<file path="config.mk">
export PLATFORM = sky130hd
export DESIGN_NAME = imem_loader_flat
export DESIGN_NICKNAME = d
export VERILOG_FILES = /design/src/rtl/loader_pkg.sv /design/src/rtl/imem_loader_if.sv /design/src/rtl/word_packer.sv /design/src/rtl/imem_loader.sv /design/src/flat_wrapper.sv
export SDC_FILE = /design/constraint.sdc
export NUM_CORES = 1
export LEC_CHECK = 0
export CORE_MARGIN = 8
export CORE_UTILIZATION = 49
export DETAILED_ROUTE_END_ITERATION = 8
export PLACE_DENSITY = 0.81
export SLEW_MARGIN = 40
export SYNTH_ARGS = -nofsm -noshare
export SYNTH_HDL_FRONTEND = slang
export SYNTH_SLANG_ARGS = --single-unit
</file>
<file path="constraint.sdc">
create_clock -name clk -period 2.3 [get_ports clk]
set_input_delay 0.46 -clock clk [delete_from_list [all_inputs] [get_ports clk]]
set_output_delay 0.46 -clock clk [all_outputs]
set_load 0.1 [all_outputs]
</file>
<file path="src/rtl/loader_pkg.sv">
// loader_pkg: shared constants and FSM state encoding for the
// boot-time instruction-memory loader (imem_loader, word_packer).
package loader_pkg;

   localparam logic [7:0] SYNC_BYTE      = 8'hA5;
   localparam int         BYTES_PER_WORD = 4;

   typedef enum logic [2:0] {
      S_IDLE,
      S_COUNT,
      S_DATA,
      S_CSUM,
      S_DONE,
      S_ERR
   } state_e;

endpackage

</file>
<file path="src/rtl/imem_loader_if.sv">
// imem_loader_if: byte-stream handshake, instruction-memory write bus
// and loader status. master = byte source/observer, slave = loader.
interface imem_loader_if #(
   parameter int ADDR_W = 6
);
   logic              rx_valid;
   logic [7:0]        rx_data;
   logic              rx_ready;
   logic              imem_we;
   logic [ADDR_W-1:0] imem_addr;
   logic [31:0]       imem_wdata;
   logic              cpu_rst;
   logic              load_done;
   logic              err;

   modport master (
      output rx_valid, rx_data,
      input  rx_ready, imem_we, imem_addr, imem_wdata,
      input  cpu_rst, load_done, err
   );

   modport slave (
      input  rx_valid, rx_data,
      output rx_ready, imem_we, imem_addr, imem_wdata,
      output cpu_rst, load_done, err
   );
endinterface

</file>
<file path="src/rtl/word_packer.sv">
// word_packer: shifts bytes MSB-first into a 32-bit word. Ports: clk,
// rst (async low), clr_i, push_i, byte_i, last_o, word_o, word_ready_o.
module word_packer
   import loader_pkg::*;
(
   input  logic        clk,
   input  logic        rst,
   input  logic        clr_i,
   input  logic        push_i,
   input  logic [7:0]  byte_i,
   output logic        last_o,
   output logic [31:0] word_o,
   output logic        word_ready_o
);

   localparam logic [1:0] LAST_IDX = 2'(BYTES_PER_WORD - 1);

   logic [1:0]  idx_q;
   logic [31:0] sreg_q;
   logic        rdy_q;

   assign last_o       = (idx_q == LAST_IDX);
   assign word_o       = sreg_q;
   assign word_ready_o = rdy_q;

   always_ff @(posedge clk or negedge rst) begin
      if (!rst) begin
         idx_q  <= 2'd0;
         sreg_q <= 32'd0;
         rdy_q  <= 1'b0;
      end else begin
         rdy_q <= 1'b0;
         if (clr_i) begin
            idx_q  <= 2'd0;
            sreg_q <= 32'd0;
         end else if (push_i) begin
            sreg_q <= {sreg_q[23:0], byte_i};
            idx_q  <= idx_q + 2'd1;
            // one-cycle pulse in the cycle after the 4th byte
            rdy_q  <= last_o;
         end
      end
   end

endmodule

</file>
<file path="src/rtl/imem_loader.sv">
// imem_loader: loads a framed byte stream into instruction memory and
// holds the core in reset until done. Ports: clk, rst (async low), bus.
// Define IMEM_LOADER_CSUM_EN to expect and verify a trailing checksum.
module imem_loader
   import loader_pkg::*;
#(
   parameter int ADDR_W = 6
) (
   input  logic         clk,
   input  logic         rst,
   imem_loader_if.slave bus
);

   localparam int CAP = 1 << ADDR_W;

   state_e            state_q;
   logic [ADDR_W-1:0] addr_q;
   logic [ADDR_W-1:0] last_q;
   logic              rdy_q;
   logic              crst_q;
   logic              done_q;
   logic              err_q;
`ifdef IMEM_LOADER_CSUM_EN
   logic [7:0]        sum_q;
`endif

   logic        acc;
   logic        push;
   logic        clr;
   logic        is_sync;
   logic        cnt_ok;
   logic        byte_last;
   logic        wr;
   logic [31:0] word;

   assign acc     = bus.rx_valid & rdy_q;
   assign push    = acc & (state_q == S_DATA);
   assign clr     = acc & (state_q == S_COUNT);
   assign is_sync = (bus.rx_data == SYNC_BYTE);
   assign cnt_ok  = (bus.rx_data != 8'd0) &&
                    ({24'd0, bus.rx_data} <= 32'(CAP));

   word_packer u_pack (
      .clk          (clk),
      .rst          (rst),
      .clr_i        (clr),
      .push_i       (push),
      .byte_i       (bus.rx_data),
      .last_o       (byte_last),
      .word_o       (word),
      .word_ready_o (wr)
   );

   assign bus.rx_ready   = rdy_q;
   assign bus.imem_we    = wr;
   assign bus.imem_addr  = addr_q;
   assign bus.imem_wdata = word;
   assign bus.cpu_rst    = crst_q;
   assign bus.load_done  = done_q;
   assign bus.err        = err_q;

   always_ff @(posedge clk or negedge rst) begin
      if (!rst) begin
         state_q <= S_IDLE;
         addr_q  <= '0;
         last_q  <= '0;
         rdy_q   <= 1'b0;
         crst_q  <= 1'b1;
         done_q  <= 1'b0;
         err_q   <= 1'b0;
`ifdef IMEM_LOADER_CSUM_EN
         sum_q   <= 8'd0;
`endif
      end else begin
         // stall the stream during the write cycle of each word
         rdy_q <= ~(push & byte_last);
         unique case (state_q)
            S_IDLE: begin
               if (acc && is_sync) state_q <= S_COUNT;
            end
            S_COUNT: begin
               if (acc) begin
                  if (cnt_ok) begin
                     last_q  <= ADDR_W'(bus.rx_data - 8'd1);
                     addr_q  <= '0;
`ifdef IMEM_LOADER_CSUM_EN
                     sum_q   <= 8'd0;
`endif
                     state_q <= S_DATA;
                  end else begin
                     err_q   <= 1'b1;
                     state_q <= S_ERR;
                  end
               end
            end
            S_DATA: begin
`ifdef IMEM_LOADER_CSUM_EN
               if (push) sum_q <= sum_q + bus.rx_data;
`endif
               if (wr) begin
                  // hold on the last address: no wrap at full capacity
                  if (addr_q == last_q) begin
`ifdef IMEM_LOADER_CSUM_EN
                     state_q <= S_CSUM;
`else
                     state_q <= S_DONE;
                     crst_q  <= 1'b0;
                     done_q  <= 1'b1;
`endif
                  end else begin
                     addr_q <= addr_q + 1'b1;
                  end
               end
            end
`ifdef IMEM_LOADER_CSUM_EN
            S_CSUM: begin
               if (acc) begin
                  if (bus.rx_data == sum_q) begin
                     state_q <= S_DONE;
                     crst_q  <= 1'b0;
                     done_q  <= 1'b1;
                  end else begin
                     state_q <= S_ERR;
                     err_q   <= 1'b1;
                  end
               end
            end
`endif
            S_DONE: begin
               state_q <= S_DONE;
            end
            S_ERR: begin
               if (acc && is_sync) begin
                  err_q   <= 1'b0;
                  state_q <= S_COUNT;
               end
            end
            default: begin
               state_q <= S_IDLE;
            end
         endcase
      end
   end

endmodule
</file>
<file path="src/flat_wrapper.sv">
// flat-port wrapper written by rule: the top's interface ports become plain ports
module imem_loader_flat import loader_pkg::*;
#(
   parameter int ADDR_W = 6
)
  (clk, rst, bus_rx_valid, bus_rx_data, bus_rx_ready, bus_imem_we, bus_imem_addr, bus_imem_wdata, bus_cpu_rst, bus_load_done, bus_err);
  imem_loader_if #(.ADDR_W(ADDR_W)) bus_i ();
  input  logic clk;
  input  logic rst;
  input wire logic [$bits(bus_i.rx_valid)-1:0] bus_rx_valid;
  input wire logic [$bits(bus_i.rx_data)-1:0] bus_rx_data;
  output wire logic [$bits(bus_i.rx_ready)-1:0] bus_rx_ready;
  output wire logic [$bits(bus_i.imem_we)-1:0] bus_imem_we;
  output wire logic [$bits(bus_i.imem_addr)-1:0] bus_imem_addr;
  output wire logic [$bits(bus_i.imem_wdata)-1:0] bus_imem_wdata;
  output wire logic [$bits(bus_i.cpu_rst)-1:0] bus_cpu_rst;
  output wire logic [$bits(bus_i.load_done)-1:0] bus_load_done;
  output wire logic [$bits(bus_i.err)-1:0] bus_err;
  assign bus_i.rx_valid = bus_rx_valid;
  assign bus_i.rx_data = bus_rx_data;
  assign bus_rx_ready = bus_i.rx_ready;
  assign bus_imem_we = bus_i.imem_we;
  assign bus_imem_addr = bus_i.imem_addr;
  assign bus_imem_wdata = bus_i.imem_wdata;
  assign bus_cpu_rst = bus_i.cpu_rst;
  assign bus_load_done = bus_i.load_done;
  assign bus_err = bus_i.err;
  imem_loader #(.ADDR_W(ADDR_W)) u_core (.clk(clk), .rst(rst), .bus(bus_i));
endmodule
</file>
==> impl_summary.log <==
[metrics] top_reg_cell synth: dfrtp_1
[metrics] crit-path cells: clkdlybuf4s50_1 -> or4b_4 -> o21ai_2 -> or3b_4 -> o31a_1 -> o22a_1
[metrics] launch point of the critical path: bus_rx_data[4]
[metrics] category of the most critical setup path: in -> reg
[metrics] routed via count: 1,803
[metrics] cell at the slowest stage of the critical path: or4b_4
[metrics] non-filler instance count after layout: 321
[metrics] core outline area: 0.00466 mm²
[metrics] FF-to-FF path depth: 5
[metrics] count of TritonRoute iterations in the first routing pass: 4
[metrics] top cell types by occurrence after synthesis: 53 x dfrtp_1, 31 x a22o_1, 17 x nor2_1
[metrics] leakage component of the power: 1.48 nW
[metrics] number of core rows: 25
[metrics] unrepaired setup endpoints after global routing: false
[metrics] number of port buffers: 53
[metrics] synthesized instance count: 198
[metrics] global-route wire length before repair: 9230 µm
[metrics] total global routing overflow: 0
[metrics] worst clock skew: 0.00625 ns
[metrics] number of vias per cell: 5.62
[metrics] fin crit period: 2.23 ns
[metrics] number of top-level design ports: 54
[metrics] die area: 0.00725 mm²
[metrics] most common cell in the netlist: dfrtp_1
[metrics] share of layout cells above drive strength 1: 32.2%
[metrics] number of DRC markers in iteration 0: 89
[metrics] final hold slack: 0.137 ns
[metrics] endpoint type of the worst setup path: register
[metrics] critical path endpoint: u_core.state_q[0]
[metrics] die height: 85.2 µm
[metrics] worst supply voltage drop on vdd: 0.000506 V
[metrics] overall track demand over capacity in global routing: 15.8%
[metrics] Final Routed Wirelength: 5410 µm
[metrics] register bit total from synthesis: 54
[metrics] power after layout: 2.71 mW
[metrics] share of synthesized registers carrying an async set or reset: 100%
[metrics] register-to-register path setup slack: 0.36 ns
[metrics] Post-synth EDFFs: 0
[metrics] clock buffer depth: 2
[metrics] Setup TNS Final: 0 ns
[metrics] insertion delay to the later sink of the worst-skew pair: 0.31 ns
[metrics] FF-to-FF End: u_core.bus.imem_addr[2]
[metrics] fin. max-slew vios: 0
[metrics] final routed DRC violation total: 0
[metrics] quantity of hold-fixing buffers added after cts: 0
[metrics] CTS H-Tree Depth: 2
[metrics] post-route clock period utilization: 96.9%
[metrics] post-synthesis cell type with the largest combined area: dfrtp_1
[metrics] antenna violations before repair: 0
[metrics] maximum fanout count along the critical path: 3
[metrics] layout overhead on the synthesized area: 31.0%
[metrics] nets: 282
[metrics] number of clock sinks: 54
[metrics] Detail Placement HPWL: 3990 µm
[metrics] Filler Cells Inserted: 368
[metrics] RR Startpoint: u_core.state_q[0]
[metrics] master cell of the clock root buffer: clkbuf_8
[metrics] clock buffers created by TritonCTS: 5
[metrics] number of setup violations in the final report: 0
[metrics] post-synthesis instance area: 0.00234 mm²
[metrics] share of Yosys cell area claimed by the top area cell type: 56.6%
[metrics] wire length per cell after detailed routing: 16.9 µm
[metrics] Fin. Hold Viols: 0
[metrics] DIE WIDTH: 85.2 µm
[metrics] data required time at the worst endpoint: 2.50 ns
[metrics] Diodes inserted: 0
[metrics] headroom to the max-slew limit: 53.6%
[metrics] Worst Setup Start Kind: input pin
[metrics] average cell area after synthesis: 11.8 µm²
[metrics] pin count of the biggest net entering global routing: 36
[metrics] actual transition at the worst max-transition pin: 0.695 ns
[metrics] Yosys warning total: 0
[metrics] worst stage delay on the critical path: 0.52 ns
[metrics] clk slew on worst S/H paths: 0.09 ns
[metrics] highest achievable clock rate: 449 MHz
[metrics] TritonCTS clock tree: built
[metrics] outcome: complete, no violations
[metrics] post-route antenna net violation count: 0
[metrics] number of global-route vias before repair: 1,841
[metrics] initial core utilization: 50.3%
[metrics] top area cells in the synthesized netlist: dfrtp_1 57%, a22o_1 12%, xnor2_1 3.0%
[metrics] crit path DAT: 2.43 ns
[metrics] post-synthesis cell type count: 46
[metrics] sequential share of the synthesized area: 57.7%
[metrics] kind of path behind the tightest hold check: in -> async
[metrics] number of nets in the synthesized netlist: 213
[metrics] placed cells: 313
[metrics] end-of-flow core utilization: 65.9%
[metrics] total power density per cell area: 881 mW/mm²
[metrics] number of max-cap violations: 0
[metrics] gp weighted congestion: 0.865
==> through the flow <==
step	worst slack, ns	instance area [µm²]
2_1_floorplan	0.111	2340
3_3_place_gp	-0.352	2940
3_5_place_dp	-0.412	2950
4_1_cts	0.0234	3060
5_1_grt	0.00616	3070
6_report	0.0708	3070
==> layout make-up <==
class / count / area [µm²] / area share (%)
flip-flops and latches: 54 / 1350 / 44.1
inverters: 7 / 26.3 / 0.856
clock inverters: 2 / 38.8 / 1.26
multi-input cells: 129 / 961 / 31.3
repair buffers: 70 / 554 / 18.1
clock buffers: 5 / 68.8 / 2.24
well taps: 54 / 67.6 / 2.20
==> worst max-delay path, delay by kind of cell <==
kind / cells / cell delay (ns)
AND/OR/NAND/NOR: 2 / 0.93
buffers and inverters: 1 / 0.45
AO/OA/AOI/OAI: 3 / 0.58
==> logic make-up (layout without fill, tap and decap cells) <==
| family | Yosys count | count (layout) | synth area share (%) |
|---|---|---|---|
| AOI/OAI and AO/OA | 57 | 57 | 19.8 |
| xor gates and xnor gates | 10 | 10 | 3.74 |
| adders and majority gates | 4 | 4 | 2.14 |
| buffers and inverters | 15 | 84 | 2.46 |
| DFF | 54 | 54 | 57.7 |
| muxes | 3 | 3 | 1.33 |
| and+or+nand+nor | 55 | 55 | 12.8 |
==> power breakdown <==
| part | leakage [nW] | internal [mW] | switching (mW) | total [mW] |
|---|---|---|---|---|
| sequential | 0.718 | 1.06 | 0.146 | 1.21 |
| clock | 0.0542 | 0.320 | 0.300 | 0.621 |
| combinational | 0.712 | 0.304 | 0.572 | 0.876 |
==> what timing repair did <==
item                                    CTS  global route
resized for setup                         5             3
buffers inserted                          1             0
endpoints found under the setup margin    4             5
endpoints found under the hold margin     0             0
pin swaps                                 3             2
==> state kept, by name, summed over array words and instances (netlist names) <==
name,flops
u_core.u_pack.word_o,32
u_core.bus.imem_addr,6
u_core.last_q,6
u_core.state_q,3
u_core.u_pack.idx_q,2
u_core.bus.cpu_rst,1
u_core.bus.err,1
u_core.bus.load_done,1
u_core.bus.rx_ready,1
u_core.u_pack.word_ready_o,1
==> worst min-delay path by stage <==
stage,to,depth (start not counted)
global route,u_core.bus.imem_addr[5],1
finish,u_core.bus.imem_addr[3],1
floorplan,u_core.bus.err,0
CTS,u_core.bus.imem_addr[3],1
global placement,u_core.bus.cpu_rst,2
detailed placement,u_core.bus.cpu_rst,2
==> per-layer routing <==
metal / vias up / track usage [%] / share of wire [%]
li1: 857 / - / -
met3: 4 / 4.15 / 4.3
met4: 0 / 6.80 / 1.5
met2: 36 / 24.4 / 50
met1: 906 / 20.3 / 44
met5: - / 0 / 0
==> layout by cell type (no fill, tap or decap), types with 2 or more instances in the layout <==
master | Yosys | routed
inv_2 | 0 | 2
nand2b_1 | 4 | 4
nor3_1 | 2 | 2
buf_4 | 0 | 59
a22o_1 | 31 | 31
clkbuf_8 | 0 | 5
xor2_1 | 2 | 2
dfrtp_1 | 53 | 52
dlygate4sd2_1 | 0 | 3
nand3b_1 | 3 | 3
o22a_1 | 4 | 4
o21ai_0 | 3 | 3
a31oi_1 | 4 | 4
nand4_1 | 2 | 2
mux2i_1 | 2 | 2
nor2_1 | 17 | 16
nand2_1 | 12 | 12
inv_1 | 7 | 5
a21oi_1 | 3 | 3
xnor2_1 | 8 | 8
clkdlybuf4s50_1 | 0 | 6
nor2b_1 | 2 | 2
nand3_1 | 2 | 2
ha_1 | 4 | 3
a21o_1 | 2 | 2
Note: power is estimated with default switching activity, not from simulation.
